File: config.mk
export PLATFORM = sky130hd
export DESIGN_NAME = laser_target_loader
export DESIGN_NICKNAME = d
export VERILOG_FILES = /design/src/rtl/laser_pkg.sv /design/src/rtl/laser_bbox_tracker.sv /design/src/rtl/laser_target_loader.sv
export SDC_FILE = /design/constraint.sdc
export NUM_CORES = 1
export LEC_CHECK = 0
export CORE_ASPECT_RATIO = 1.75
export CORE_MARGIN = 2
export CORE_UTILIZATION = 55
export DETAILED_ROUTE_END_ITERATION = 16
export PLACE_DENSITY_LB_ADDON = 0.08
export SYNTH_ARGS = -nofsm -noshare
export SYNTH_HDL_FRONTEND = slang
export SYNTH_SLANG_ARGS = --single-unit
File: constraint.sdc
create_clock -name CLK -period 3.4 [get_ports CLK]
set_clock_uncertainty 0.15 [all_clocks]
set_input_delay 0.34 -clock CLK [delete_from_list [all_inputs] [get_ports CLK]]
set_output_delay 0.34 -clock CLK [all_outputs]
set_load 0.005 [all_outputs]
File: src/rtl/laser_pkg.sv
// Shared types and constants for the laser-treatment target loader and solver.
// Points are packed {x,y}; the bounding-box helpers are shared with the solver debug logic.
package laser_pkg;

   localparam int COORD_W = 4;
   localparam int NUM_PTS = 40;
   localparam int LANES   = 4;
   localparam int NUM_GRP = NUM_PTS / LANES;
   localparam int CNT_W   = 6;
   localparam int GRP_W   = 4;

   localparam logic [COORD_W-1:0] BOX_MIN_INIT = '1;
   localparam logic [COORD_W-1:0] BOX_MAX_INIT = '0;

   typedef enum logic [1:0] {
      S_FILL = 2'd0,
      S_FULL = 2'd1,
      S_HOLD = 2'd2
   } state_t;

   typedef struct packed {
      logic [COORD_W-1:0] x;
      logic [COORD_W-1:0] y;
   } point_t;

   function automatic logic [COORD_W-1:0] coord_min(input logic [COORD_W-1:0] a,
                                                    input logic [COORD_W-1:0] b);
      return (a < b) ? a : b;
   endfunction

   function automatic logic [COORD_W-1:0] coord_max(input logic [COORD_W-1:0] a,
                                                    input logic [COORD_W-1:0] b);
      return (a > b) ? a : b;
   endfunction

   // First buffer index of a read group; 6 bits wide so groups up to 15 never wrap.
   function automatic logic [CNT_W-1:0] grp_offset(input logic [GRP_W-1:0] grp);
      return CNT_W'(grp) * CNT_W'(LANES);
   endfunction

endpackage

File: src/rtl/laser_bbox_tracker.sv
// Running min/max of X and Y over accepted points; clear has priority over update.
module laser_bbox_tracker
   import laser_pkg::*;
(
   input  logic               CLK,
   input  logic               RST,
   input  logic               clr,
   input  logic               upd,
   input  point_t             pt,
   output logic [COORD_W-1:0] min_x,
   output logic [COORD_W-1:0] max_x,
   output logic [COORD_W-1:0] min_y,
   output logic [COORD_W-1:0] max_y
);

   always_ff @(posedge CLK) begin
      if (RST || clr) begin
         min_x <= BOX_MIN_INIT;
         max_x <= BOX_MAX_INIT;
         min_y <= BOX_MIN_INIT;
         max_y <= BOX_MAX_INIT;
      end else if (upd) begin
         min_x <= coord_min(min_x, pt.x);
         max_x <= coord_max(max_x, pt.x);
         min_y <= coord_min(min_y, pt.y);
         max_y <= coord_max(max_y, pt.y);
      end
   end

endmodule

File: src/rtl/laser_target_loader.sv
// Input stage for the circle solver: buffers one frame of target points, serves them
// four per cycle by group, and tracks their bounding box until the solver releases the frame.
//
// state  | meaning
// S_FILL | accepting points into the buffer, one per cycle
// S_FULL | frame just completed, LOAD_DONE pulses
// S_HOLD | buffer and box frozen for the solver until SOLVER_DONE
module laser_target_loader
   import laser_pkg::*;
(
   input  logic                     CLK,
   input  logic                     RST,
   input  logic                     IN_VALID,
   output logic                     IN_READY,
   input  logic [COORD_W-1:0]       IN_X,
   input  logic [COORD_W-1:0]       IN_Y,
   output logic                     LOAD_DONE,
   output logic                     BUF_FULL,
   output logic [CNT_W-1:0]         PT_COUNT,
   input  logic [GRP_W-1:0]         RD_GRP,
   output logic [LANES*COORD_W-1:0] RD_X,
   output logic [LANES*COORD_W-1:0] RD_Y,
   output logic [COORD_W-1:0]       MIN_X,
   output logic [COORD_W-1:0]       MAX_X,
   output logic [COORD_W-1:0]       MIN_Y,
   output logic [COORD_W-1:0]       MAX_Y,
   input  logic                     SOLVER_DONE
);

   state_t                   state;
   point_t                   pt_buf [NUM_PTS];
   point_t                   in_pt;
   logic                     accept;
   logic                     release_buf;
   logic [CNT_W-1:0]         grp_base;
   logic [CNT_W-1:0]         lane_idx;
   point_t                   lane_pt;
   logic [LANES*COORD_W-1:0] rd_x_nxt;
   logic [LANES*COORD_W-1:0] rd_y_nxt;

   assign in_pt       = {IN_X, IN_Y};
   assign IN_READY    = (state == S_FILL) && !RST;
   assign accept      = IN_VALID && IN_READY;
   assign release_buf = (state == S_HOLD) && SOLVER_DONE;
   assign grp_base    = grp_offset(RD_GRP);

   always_ff @(posedge CLK) begin
      if (RST) begin
         state     <= S_FILL;
         PT_COUNT  <= '0;
         LOAD_DONE <= 1'b0;
         BUF_FULL  <= 1'b0;
      end else begin
         LOAD_DONE <= 1'b0;
         case (state)
            S_FILL: begin
               if (accept) begin
                  PT_COUNT <= PT_COUNT + CNT_W'(1);
                  if (PT_COUNT == CNT_W'(NUM_PTS - 1)) begin
                     state     <= S_FULL;
                     LOAD_DONE <= 1'b1;
                     BUF_FULL  <= 1'b1;
                  end
               end
            end
            S_FULL: state <= S_HOLD;
            S_HOLD: begin
               if (SOLVER_DONE) begin
                  state    <= S_FILL;
                  PT_COUNT <= '0;
                  BUF_FULL <= 1'b0;
               end
            end
            default: state <= S_FILL;
         endcase
      end
   end

   // Buffer storage is deliberately not reset; PT_COUNT alone defines which entries are live.
   always_ff @(posedge CLK) begin
      if (accept) begin
         pt_buf[PT_COUNT] <= in_pt;
      end
   end

   // Write-first read: a lane that hits the entry being written this cycle sees the new point.
   always_comb begin
      rd_x_nxt = '0;
      rd_y_nxt = '0;
      lane_idx = '0;
      lane_pt  = '0;
      if (RD_GRP < GRP_W'(NUM_GRP)) begin
         for (int k = 0; k < LANES; k++) begin
            lane_idx = grp_base + CNT_W'(k);
            lane_pt  = pt_buf[lane_idx];
            if (accept && (PT_COUNT == lane_idx)) begin
               lane_pt = in_pt;
            end
            rd_x_nxt[k*COORD_W +: COORD_W] = lane_pt.x;
            rd_y_nxt[k*COORD_W +: COORD_W] = lane_pt.y;
         end
      end
   end

   always_ff @(posedge CLK) begin
      if (RST) begin
         RD_X <= '0;
         RD_Y <= '0;
      end else begin
         RD_X <= rd_x_nxt;
         RD_Y <= rd_y_nxt;
      end
   end

   laser_bbox_tracker u_bbox (
      .CLK   (CLK),
      .RST   (RST),
      .clr   (release_buf),
      .upd   (accept),
      .pt    (in_pt),
      .min_x (MIN_X),
      .max_x (MAX_X),
      .min_y (MIN_Y),
      .max_y (MAX_Y)
   );

endmodule

# Yosys cells after proc, flatten, opt, wreduce, memory -nomap -nowiden
# Memory sizes are Yosys's and may differ from the RTL's. A register that Yosys moved wholly into a read port is not among the register bits.
# Index checks and enable logic that the tools add are counted.
totals:
  ff_bits: 26
  ramBits: 320
  in_bits: 16
  output_inout_bits: 57
  wordCells: 61
  mem_count: 1
memory_table:
  columns: ["memory", "depth", "word_bits", "rd", "rd_ports_with_merged_regs", "wr", "line_no", "rtl"]
  rows:
  - ["pt_buf", 40, 8, 4, 4, 1, "laser_target_loader.sv:31", "point_t pt_buf [NUM_PTS];"]
op_classes:
  addsub: 4
  magnitude_cmp: 5
  n_eq_ne: 6
  mux: 14
  bitwise_logic: 7
  reduce_logical: 16
op_table:
  columns: ["op", "count"]
  rows:
  - ["6-bit by 1-bit adder with 6-bit output, second input constant", 2]
  - ["6-bit by 2-bit adder with 6-bit output, second input constant", 2]
  - ["6-bit two-way mux", 2]
  - ["6-bit case mux with 2 select lines", 1]
  - ["4-bit greater-than comparator", 2]
  - ["4-bit < comparator", 2]
  - ["2-bit AND reduction", 4]
  - ["1-bit NOT", 7]
  - ["6-bit equality test, second input constant", 1]
  - ["1-bit two-way mux", 6]
  - ["2-bit two-way mux", 3]
  - ["2-bit case mux with 3 select lines", 1]
  - ["3-bit AND reduction", 2]
  - ["4-bit < comparator, second input constant", 1]
  - ["2-bit != test, second input constant", 2]
  - ["4-bit AND reduction", 1]
  - ["1-bit logical AND", 3]
  - ["3-bit OR reduction", 1]
  - ["2-bit by 1-bit equality test with 1-bit output, second input constant", 1]
  - ["2-bit equality test, second input constant", 1]
  - ["2-bit logical NOT", 1]
  - ["2-bit by 1-bit != test with 1-bit output, second input constant", 1]
  - ["1-bit case mux with 2 select lines", 1]
  - ["2-bit nonzero test", 1]
  - ["other kinds (3)", 3]

# Longest topological paths before layout
# Gate-level depths: netlist of the first run.
depth:
  ltp_word: 5
  depth_mapped: 9
  depth_no_buf: 7

# Cells and area by module
# Synthesis of the first run repeated with hierarchy kept, for this count alone.
unflattened:
  hier_cells: 956
  area_unflattened_um2: 15148.3
modules_own_cells:
  columns: ["mod", "n_inst", "cells_per_inst", "area_per_inst_um2"]
  rows:
  - ["laser_target_loader", 1, 837, 14072.2]
  - ["laser_bbox_tracker", 1, 119, 1076.0]

# Worst setup path after synthesis of the first run
# Ideal clock, no wire load.
synth_path:
  path_type: "input -> register"
  from: "input RST"
  to: "memory pt_buf[27][0] (netlist bit), enable pin"
  setup_time_ps: 370
  arrival_time_ps: 1697
  required_ps: 2880
  path_slack_ps: 1182
  cell_stages: 6
  path_cell_list: "buf_2 -> nor3_1 -> nand2_1 -> nor2_1 -> nand3_1 -> nor2_1"
synth_between:
  elab_chain_cells: 5
synth_lines:
  columns: ["item", "line_no", "rtl"]
  rows:
  - ["from (decl)", "laser_target_loader.sv:12", "input logic RST,"]
  - ["1-bit logical NOT", "laser_target_loader.sv:42", "assign IN_READY = (state == S_FILL) && !RST;"]
  - ["1-bit logical AND", "laser_target_loader.sv:42", null]
  - ["named net IN_READY", "laser_target_loader.sv:14", "output logic IN_READY,"]
  - ["1-bit logical AND", "laser_target_loader.sv:43", "assign accept = IN_VALID && IN_READY;"]
  - ["1-bit two-way mux", "laser_target_loader.sv:81", "if (accept) begin"]
  - ["1-bit two-way mux (implied by the code)", "laser_target_loader.sv:82", "pt_buf[PT_COUNT] <= in_pt;"]
  - ["to (decl)", "laser_target_loader.sv:31", null]
# The timed path passes the listed nets, and every way through them passes these cells.

# Worst setup path after layout of the first run
layout_path:
  from: "input RST"
  to: "memory pt_buf[23][1] (netlist bit), enable pin"
layout_between:
  elab_chain_cells: 5
layout_lines:
  columns: ["item", "line_no"]
  rows:
  - ["1-bit logical NOT", "laser_target_loader.sv:42"]
  - ["1-bit logical AND", "laser_target_loader.sv:42"]
  - ["1-bit logical AND", "laser_target_loader.sv:43"]
  - ["1-bit two-way mux", "laser_target_loader.sv:81"]
  - ["1-bit two-way mux (implied by the code)", "laser_target_loader.sv:82"]
# Every way passes these cells.

==> results of run 1 <==
==> path summary, 6_finish.rpt <==
path | slack (ns) | start | to | cells past startpoint
setup reg to reg | 1.07 | state[1] | pt_buf[23][1] | 5
hold / removal | 0.05 | IN_Y[0] | pt_buf[27][0] | 1
setup / recovery | 1.03 | RST | pt_buf[23][1] | 6
hold reg to reg | 0.34 | BUF_FULL | BUF_FULL | 2
==> logic make-up after synthesis <==
group           Yosys count  share of synthesized area, %
simple gates            211                         6.794
fa+ha+maj                18                         1.502
compound gates          139                         5.959
buf+inv                  66                         2.312
flops                   378                         71.84
xor+xnor                  8                        0.4674
mux                     145                         11.13
==> worst max-delay path, stage by stage <==
cell and delay [ns]:
clkdlybuf4s50_1 0.60, nor4b_4 0.30, and2_0 0.45, nand3_1 0.31
nor2_1 0.24, buf_4 0.20
==> layout by cell type (no fill, tap or decap), types with 8 or more instances in the layout <==
cell and n:
inv_1 10, nand3b_1 9, edfxtp_1 320, o21ai_0 21, o22ai_1 65, mux4_2 17
buf_4 70, ha_1 18, o211ai_1 11, a21oi_1 13, clkbuf_8 8, clkbuf_16 37
mux2i_1 125, clkbuf_1 9, nand3_1 32, nor2_1 58, clkdlybuf4s50_1 65, a22oi_1 11
dfxtp_1 58, nor3_1 25, nand2_1 55
==> layer usage <==
metal | global-route usage (%) | vias up | wire length [µm] | part of all wire, %
li1 | - | 3985 | - | -
met1 | 32.48 | 4378 | 14070 | 39
met2 | 44.75 | 299 | 19050 | 52
met3 | 3.732 | 59 | 1981 | 5.5
met4 | 9.257 | 0 | 1190 | 3.3
met5 | 0 | - | 0 | 0
==> flip-flops by register name (all words and copies together) (netlist names) <==
signal / cells
pt_buf: 320
RD_X: 16
RD_Y: 16
PT_COUNT: 6
u_bbox.max_x: 4
u_bbox.max_y: 4
u_bbox.min_x: 4
u_bbox.min_y: 4
state: 2
BUF_FULL: 1
LOAD_DONE: 1
==> stage by stage <==
stage,std cells,total power (W),area (µm²)
6_report,1443,0.009561,17490
5_1_grt,1443,0.009826,17490
4_1_cts,1443,0.009631,17490
3_5_place_dp,1381,0.005802,16350
3_3_place_gp,1381,0.005794,16350
2_1_floorplan,965,0.005495,14990
==> power by group through the flow <==
stage	logic (W)	registers, W	clock network [W]
floorplan	0.000309	0.00519	0
global placement	0.000602	0.00519	0
detailed placement	0.000610	0.00519	0
CTS	0.000613	0.00509	0.00393
global route	0.000653	0.00509	0.00408
finish	0.000608	0.00509	0.00386
==> cell type report <==
class | count | area, µm² | share of cell area (%)
Tap cell | 328 | 410.4 | 2.347
Sequential cell | 378 | 10770 | 61.58
Timing Repair Buffer | 144 | 1260 | 7.204
Clock buffer | 53 | 1056 | 6.038
Inverter | 10 | 37.54 | 0.2146
Multi-Input combinational cell | 521 | 3875 | 22.16
Clock inverter | 9 | 80.08 | 0.4579
==> qor.yml, run 1 <==
status: "finished, final reports clean"
leakagePower_nw: 6.151
p_sw_w: 0.002027
areaGrowthSynthToFinish_pct: 16.66
clkTransAtPathRegs_ns: 0.07
internal_power_w: 0.007535
io_buffer_count: 72
vias: 8721
netlist_area_mm2: 0.01499
slew_headroom_pct: 50.07
wire_per_inst_um: 25.15
gr-total-overflow: 0
rsz0062_at_grt: "false"
cp.arrival_ns: 2.45
synth-seq-cells: 378
core-area_mm2: 0.02703
grt_pass1_wl_um: 53100
vdd_drop_max_mv: 0.3658
yosysMostFrequentCell: "edfxtp_1"
grt_antenna_before_repair: 0
wl_um: 36300
startpoint_type: "input port"
layout_setup_ws_ns: 1.032
cts_buffer_depth: 3
post_cts_resized: 0
dp_slack_ns: 0.5144
tns_ns: 0
synth-edff-count: 320
first_pass_iters: 5
clk_latency_ns: 0.52
die_h_um: 222.4
combPwrFrac_pct: 6.4
layout.nets: 1123
dp_hpwl_um: 23690
cts.sinks: 378
ant_nets: 0
seqPwrFrac_pct: 53.2
die_w_um: 128.8
die_area_mm2: 0.02865
drt_iter0_markers: 711
grt_pass1_vias: 8552
ys_seq_area_share_pct: 71.84
ctsHoldBuffers: 0
hold_ws_ns: 0.05161
min_period_ns: 2.368
yosysWarnings: 0
drc: 0
gp_congestion: 0.8072
synth_top_cells_by_area: "edfxtp_1 64%, mux2i_1 8.3%, dfxtp_1 7.7%"
rows: 80
ys.flop_type: "edfxtp_1"
grt_use_total_pct: 25.66
grt_max_degree: 51
p_per_area_mw_per_mm2: 546.7
critPathCaptureType: "flip-flop"
drv_slew: 0
yosysTopAreaCell: "edfxtp_1"
worst_slew_pin_slew_ns: 0.7490
diodes: 0
setup_violations: 0
post-route-period-util_pct: 69.64
netlist_instances: 965
crit_required_ns: 3.48
initial_utilization_pct: 55.47
worstPathMaxFanout: 9
max_freq_mhz: 422.3
ys_top_cells_by_count: "320 x edfxtp_1, 125 x mux2i_1, 65 x o22ai_1, 58 x dfxtp_1, 58 x nor2_1"
cts_buffers: 34
io_pins: 73
maxCapViolCount: 0
h-tree-depth: 2
cts-root-buf: "clkbuf_16"
fillers: 1982
worstHoldPathType: "input port to flip-flop"
synth.top_cell.area_share_pct: 64.10
crit_type: "input port to flip-flop"
power.share.clock_pct: 40.4
cts_tree: "built"
synth.avg_cell_area_um2: 15.54
post_cts_buffers: 0
layout-drive-gt1-share_pct: 14.17
synthArstFlopShare_pct: 0
fin_util_pct: 64.71
ys_types: 48
via_per_inst: 6.044
syn_nets: 999
hold_violations: 0
swShare_pct: 21.20
Power figures use the tool's default switching activity.
==> run 2: changes to the inputs <==
==> constraint.sdc (replaced) <==
create_clock -name CLK -period 2.39 [get_ports CLK]
set_clock_uncertainty 0.15 [all_clocks]
set_input_delay 0.239 -clock CLK [delete_from_list [all_inputs] [get_ports CLK]]
set_output_delay 0.239 -clock CLK [all_outputs]
set_load 0.005 [all_outputs]
==> run 2 against run 1 <==
Cell area grew 2.0%. Global-route usage is 0.15 points lower. Sequential share of layout area decreased by 1.2 points. Final cell count rose by 2.2%. Clock-buffer cell count fell by 5. Flip-flop and latch count is the same. Die area did not move. Via count is essentially flat. Worst setup slack got worse by 0.83 ns. Power increased by 45%. First-iteration DRC count shrank 8.7%. Combinational power is 51% higher.
==> qor.yml, run 2 (synthesis results as in run 1) <==
status: "finished, final reports clean"
grt_max_degree: 44  # -14%
drc: 0  # unchanged
grt_pass1_wl_um: 53120  # about the same
io_buffer_count: 72  # unchanged
grt_use_total_pct: 25.51  # -0.15 points
die_area_mm2: 0.02865  # unchanged
max_freq_mhz: 456.4
reg.largest.list: "pt_buf (320), RD_X (16), RD_Y (16)"
gp_congestion: 0.8097  # +0.31%
vias: 8720  # -0.011%
layout-drive-gt1-share_pct: 16.39  # +2.2 points
startpoint_type: "flip-flop"
p_per_area_mw_per_mm2: 779.2  # +43%
cts_buffers: 34  # unchanged
cp.arrival_ns: 1.80  # -0.65 ns
vdd_drop_max_mv: 0.7164  # +96%
io_pins: 73  # unchanged
regMostFlops: "pt_buf"
wire_per_inst_um: 24.28  # -3.5%
largest_register_ffs: 320  # unchanged
crit_required_ns: 2.00  # -1.48 ns
cts-root-buf: "clkbuf_16"
clkTransAtPathRegs_ns: 0.07  # about the same
drt_iter0_markers: 649  # -8.7%
cts.sinks: 378  # unchanged
critPathCaptureType: "primary output"
fin_cells: 1475  # +2.2%
final_area_mm2: 0.01784  # +2.0%
dp.cells: 1411  # +2.2%
worstHoldPathType: "input port to flip-flop"
power_w: 0.01390  # +45%
gr-total-overflow: 0  # unchanged
ant_nets: 0  # unchanged
final_common_cell: "edfxtp_1"
final_cell_mix: "320 x edfxtp_1, 125 x mux2i_1, 96 x buf_4, 65 x o22ai_1, 65 x clkdlybuf4s50_1"
clk_latency_ns: 0.52  # about the same
wl_um: 35810  # -1.3%
grt_pass1_vias: 8820  # +3.1%
leakagePower_nw: 6.355  # +3.3%
hold_violations: 0  # unchanged
worstPathMaxFanout: 6  # -3
areaGrowthSynthToFinish_pct: 19.03
layout.nets: 1155  # +2.8%
post_cts_buffers: 0  # unchanged
worst_slew_pin_slew_ns: 0.6021  # -0.1468 ns
post_cts_resized: 0  # unchanged
via_per_inst: 5.912  # -2.2%
setup_violations: 0  # unchanged
core-area_mm2: 0.02703  # unchanged
min_period_ns: 2.191
rsz0062_at_grt: "false"
cts_tree: "built"
initial_utilization_pct: 55.47  # unchanged
diodes: 0  # unchanged
maxCapViolCount: 0  # unchanged
first_pass_iters: 5  # unchanged
die_w_um: 128.8  # unchanged
crit_type: "flip-flop to primary output"
die_h_um: 222.4  # unchanged
post-route-period-util_pct: 91.68
hold_ws_ns: 0.03897  # -0.01265 ns
drv_slew: 0  # unchanged
grt_antenna_before_repair: 0  # unchanged
dp_hpwl_um: 24290  # +2.5%
ff2ff_setup_slack_ns: 0.25  # -0.82 ns
cts_buffer_depth: 3  # unchanged
h-tree-depth: 2  # unchanged
slew_headroom_pct: 59.86  # +9.8 points
rows: 80  # unchanged
placed_area_mm2: 0.01663  # +1.7%
## run 2: changes by cell type in the layout (fill, tap and decap cells not counted), sizes merged
cell	change
clkinv	+2
buf	+30
dlygate4sd3	+2
bufinv	+4
clkbuf	-5
inv	-1
## run 2: final cells by class
type                            count  area (µm²)
Clock buffer                       48       997.2
Clock inverter                     14       198.9
Fill cell                        1945        9181
Inverter                           10       37.54
Multi-Input combinational cell    521        3875
Sequential cell                   378       10770
Tap cell                          328       410.4
Timing Repair Buffer              176        1555
## run 2: per-stage QoR
stage,util [%],setup WS (ns),TNS [ns]
2_1_floorplan,-,0.2625,0
3_3_place_gp,61.53,-0.005883,-0.005883
3_5_place_dp,61.53,-0.03234,-0.9146
4_1_cts,66.03,0.1732,0
5_1_grt,66.03,0.06951,0
6_report,66.03,0.1988,0
## run 2: timing repair
| action | CTS | global route |
|---|---|---|
| setup endpoints to repair | 0 | 0 |
| hold endpoints to repair | 11 | 0 |
| hold buffers | 2 | 0 |
## run 2: final timing paths
| check | depth (start not counted) | startpoint | endpoint |
|---|---|---|---|
| max | 3 | state[1] | IN_READY |
| min | 4 | IN_X[2] | u_bbox.min_x[2] |
| max reg2reg | 5 | state[1] | pt_buf[31][5] |
| min reg2reg | 2 | BUF_FULL | BUF_FULL |
## run 2: layer usage
metal | routed length [µm] | vias up | global-route usage (%) | part of all wire [%]
met1 | 13630 | 4295 | 31.32 | 38
li1 | - | 4046 | - | -
met4 | 1411 | 0 | 10.45 | 3.9
met3 | 2067 | 74 | 4.093 | 5.8
met5 | 0 | - | 0 | 0
met2 | 18700 | 305 | 44.56 | 52
## run 2: worst max-delay path: stages, from the launching register on
cell and delay, ns:
dfxtp_1 0.39, nor3_1 0.27, buf_4 0.15, clkdlybuf4s50_1 0.48
## run 2: where the power goes
| part | leakage, nW | switching (W) | internal (W) |
|---|---|---|---|
| clock network | 0.585 | 0.00228 | 0.00347 |
| registers | 3.35 | 0.0000404 | 0.00720 |
| logic | 2.42 | 0.000523 | 0.000393 |
| total | 6.35 | 0.00284 | 0.0111 |
==> run 3: changes to the inputs <==
--- a/config.mk
+++ b/config.mk
@@ -6,8 +6,9 @@
 export NUM_CORES = 1
 export LEC_CHECK = 0
 export CORE_ASPECT_RATIO = 1.75
-export CORE_MARGIN = 2
+export CORE_MARGIN = 4
 export CORE_UTILIZATION = 55
+export CTS_CLUSTER_DIAMETER = 200
 export DETAILED_ROUTE_END_ITERATION = 16
 export PLACE_DENSITY_LB_ADDON = 0.08
 export SYNTH_ARGS = -nofsm -noshare
==> run 3 against run 2 <==
Non-clock buffer count is 8 higher. Worst hold slack better by 0.019 ns. Global-route usage is 0.37 points lower. Largest cell class unchanged. Largest power group unchanged. Highest routed layer unchanged.
==> qor.yml, run 3 (synthesis results as in run 1) <==
maxCapViolCount: 0  # unchanged
fillers: 1922  # -1.2%
rows: 79  # -1.3%
largest_register_ffs: 320  # unchanged
grt_max_degree: 44  # unchanged
cts_buffers: 34  # unchanged
dp_hpwl_um: 25090  # +3.3%
crit_required_ns: 2.00  # about the same
drv_slew: 0  # unchanged
crit_type: "flip-flop to primary output"
worstHoldPathType: "input port to flip-flop"
reg2reg_from: "state[1]"
r2r_end: "pt_buf[3][0]"
rsz0062_at_grt: "false"
p_per_area_mw_per_mm2: 778.4  # -0.10%
cts-root-buf: "clkbuf_16"
final_area_mm2: 0.01797  # +0.69%
rr_worst_depth: 7  # +2
worstPathMaxFanout: 6  # unchanged
grt_pass1_vias: 9199  # +4.3%
gr-total-overflow: 0  # unchanged
layout.nets: 1163  # +0.69%
leakagePower_nw: 6.408  # +0.84%
ff2ff_setup_slack_ns: 0.28  # +0.03 ns
vdd_drop_max_mv: 0.5198  # -27%
initial_utilization_pct: 55.97  # +0.49 points
core-area_mm2: 0.02679  # -0.88%
h-tree-depth: 2  # unchanged
via_per_inst: 5.831  # -1.4%
placed_area_mm2: 0.01675  # +0.74%
wire_per_inst_um: 24.37  # +0.37%
cts.sinks: 378  # unchanged
startpoint_type: "flip-flop"
drc: 0  # unchanged
post-route-period-util_pct: 93.21  # +1.5 points
status: "finished, final reports clean"
reg.largest.list: "pt_buf (320), RD_X (16), RD_Y (16)"
regMostFlops: "pt_buf"
die_w_um: 132.8  # +3.1%
cp.arrival_ns: 1.84  # +0.04 ns
startpoint: "state[1]"
critPathCapture: "IN_READY"
tns_ns: 0  # unchanged
first_pass_iters: 5  # unchanged
gp_congestion: 0.8709  # +7.6%
min_period_ns: 2.228  # +0.03657 ns
critPathCaptureType: "primary output"
cts_tree: "built"
die_h_um: 226.4  # +1.8%
grt_use_total_pct: 25.14  # -0.37 points
areaGrowthSynthToFinish_pct: 19.85
ant_nets: 0  # unchanged
cts_buffer_depth: 3  # unchanged
hold_violations: 0  # unchanged
vias: 8851  # +1.5%
clk_latency_ns: 0.53  # about the same
final_cell_mix: "320 x edfxtp_1, 125 x mux2i_1, 103 x buf_4, 65 x o22ai_1, 62 x clkdlybuf4s50_1"
io_pins: 73  # unchanged
worst_slew_pin_slew_ns: 0.6489  # +0.04679 ns
max_freq_mhz: 448.9  # -1.6%
slew_headroom_pct: 56.74  # -3.1 points
setup_violations: 0  # unchanged
layout-drive-gt1-share_pct: 17.24  # +0.85 points
final_common_cell: "edfxtp_1"
wl_um: 36990  # +3.3%
post_cts_buffers: 0  # unchanged
grt_antenna_before_repair: 0  # unchanged
grt_pass1_wl_um: 55810  # +5.1%
die_area_mm2: 0.03007  # +5.0%
diodes: 0  # unchanged
io_buffer_count: 72  # unchanged
clkTransAtPathRegs_ns: 0.07  # about the same
drt_iter0_markers: 648  # -0.15%
## run 3: stage by stage
stage | worst slack (ns) | hold slack (ns) | std cells | total power [W] | utilization [%]
floorplan | 0.2625 | 0.1879 | 965 | 0.007818 | -
global placement | -0.09603 | 0.3456 | 1456 | 0.008294 | 62.53
detailed placement | -0.08454 | 0.3415 | 1456 | 0.008303 | 62.53
CTS | 0.1502 | 0.04971 | 1518 | 0.01407 | 67.08
global route | 0.08400 | 0.1068 | 1518 | 0.01441 | 67.08
finish | 0.1622 | 0.05809 | 1518 | 0.01399 | 67.08
## run 3: power by group
part | switching [W] | internal, W
sequential | 0.0000347 | 0.00720
combinational | 0.000533 | 0.000387
clock | 0.00232 | 0.00350
## run 3: worst max-delay path, stage by stage, from the launching register on
cell and delay, ns:
dfxtp_1 0.39, nor3_1 0.27, buf_4 0.15, clkdlybuf4s50_1 0.50
## run 3: cell type report
type                            instances  area [µm²]  share of cell area [%]
Clock buffer                           44        1003                   5.585
Multi-Input combinational cell        521        3875                   21.57
Clock inverter                         17       203.9                   1.135
Inverter                               10       37.54                  0.2089
Tap cell                              364       455.4                   2.535
Sequential cell                       378       10770                   59.94
Timing Repair Buffer                  184        1623                   9.031
## run 3: metal layers
layer	wire (µm)	vias up	track usage (%)	share of wire [%]
li1	-	4051	-	-
met4	2132	0	13.29	5.8
met1	13280	4376	28.69	36
met5	0	-	0	0
met3	2307	94	4.640	6.2
met2	19270	330	44.83	52
## run 3: how the worst min path moves through the flow
| stage | start | endpoint | slack [ns] | depth (start not counted) |
|---|---|---|---|---|
| after floorplan | IN_Y[0] | pt_buf[0][0] | 0.19 | 0 |
| after global placement | u_bbox.max_y[2] | u_bbox.max_y[2] | 0.35 | 2 |
| after detailed placement | BUF_FULL | BUF_FULL | 0.34 | 2 |
| after CTS | IN_X[3] | u_bbox.min_x[3] | 0.05 | 4 |
| after global routing | IN_X[3] | u_bbox.min_x[3] | 0.11 | 4 |
| final | IN_X[3] | u_bbox.min_x[3] | 0.06 | 4 |
## run 3: timing repair
item                       CTS  global route
resized for setup            0             0
hold endpoints to repair     5             0
hold buffers                 1             0
setup endpoints to repair    0             0
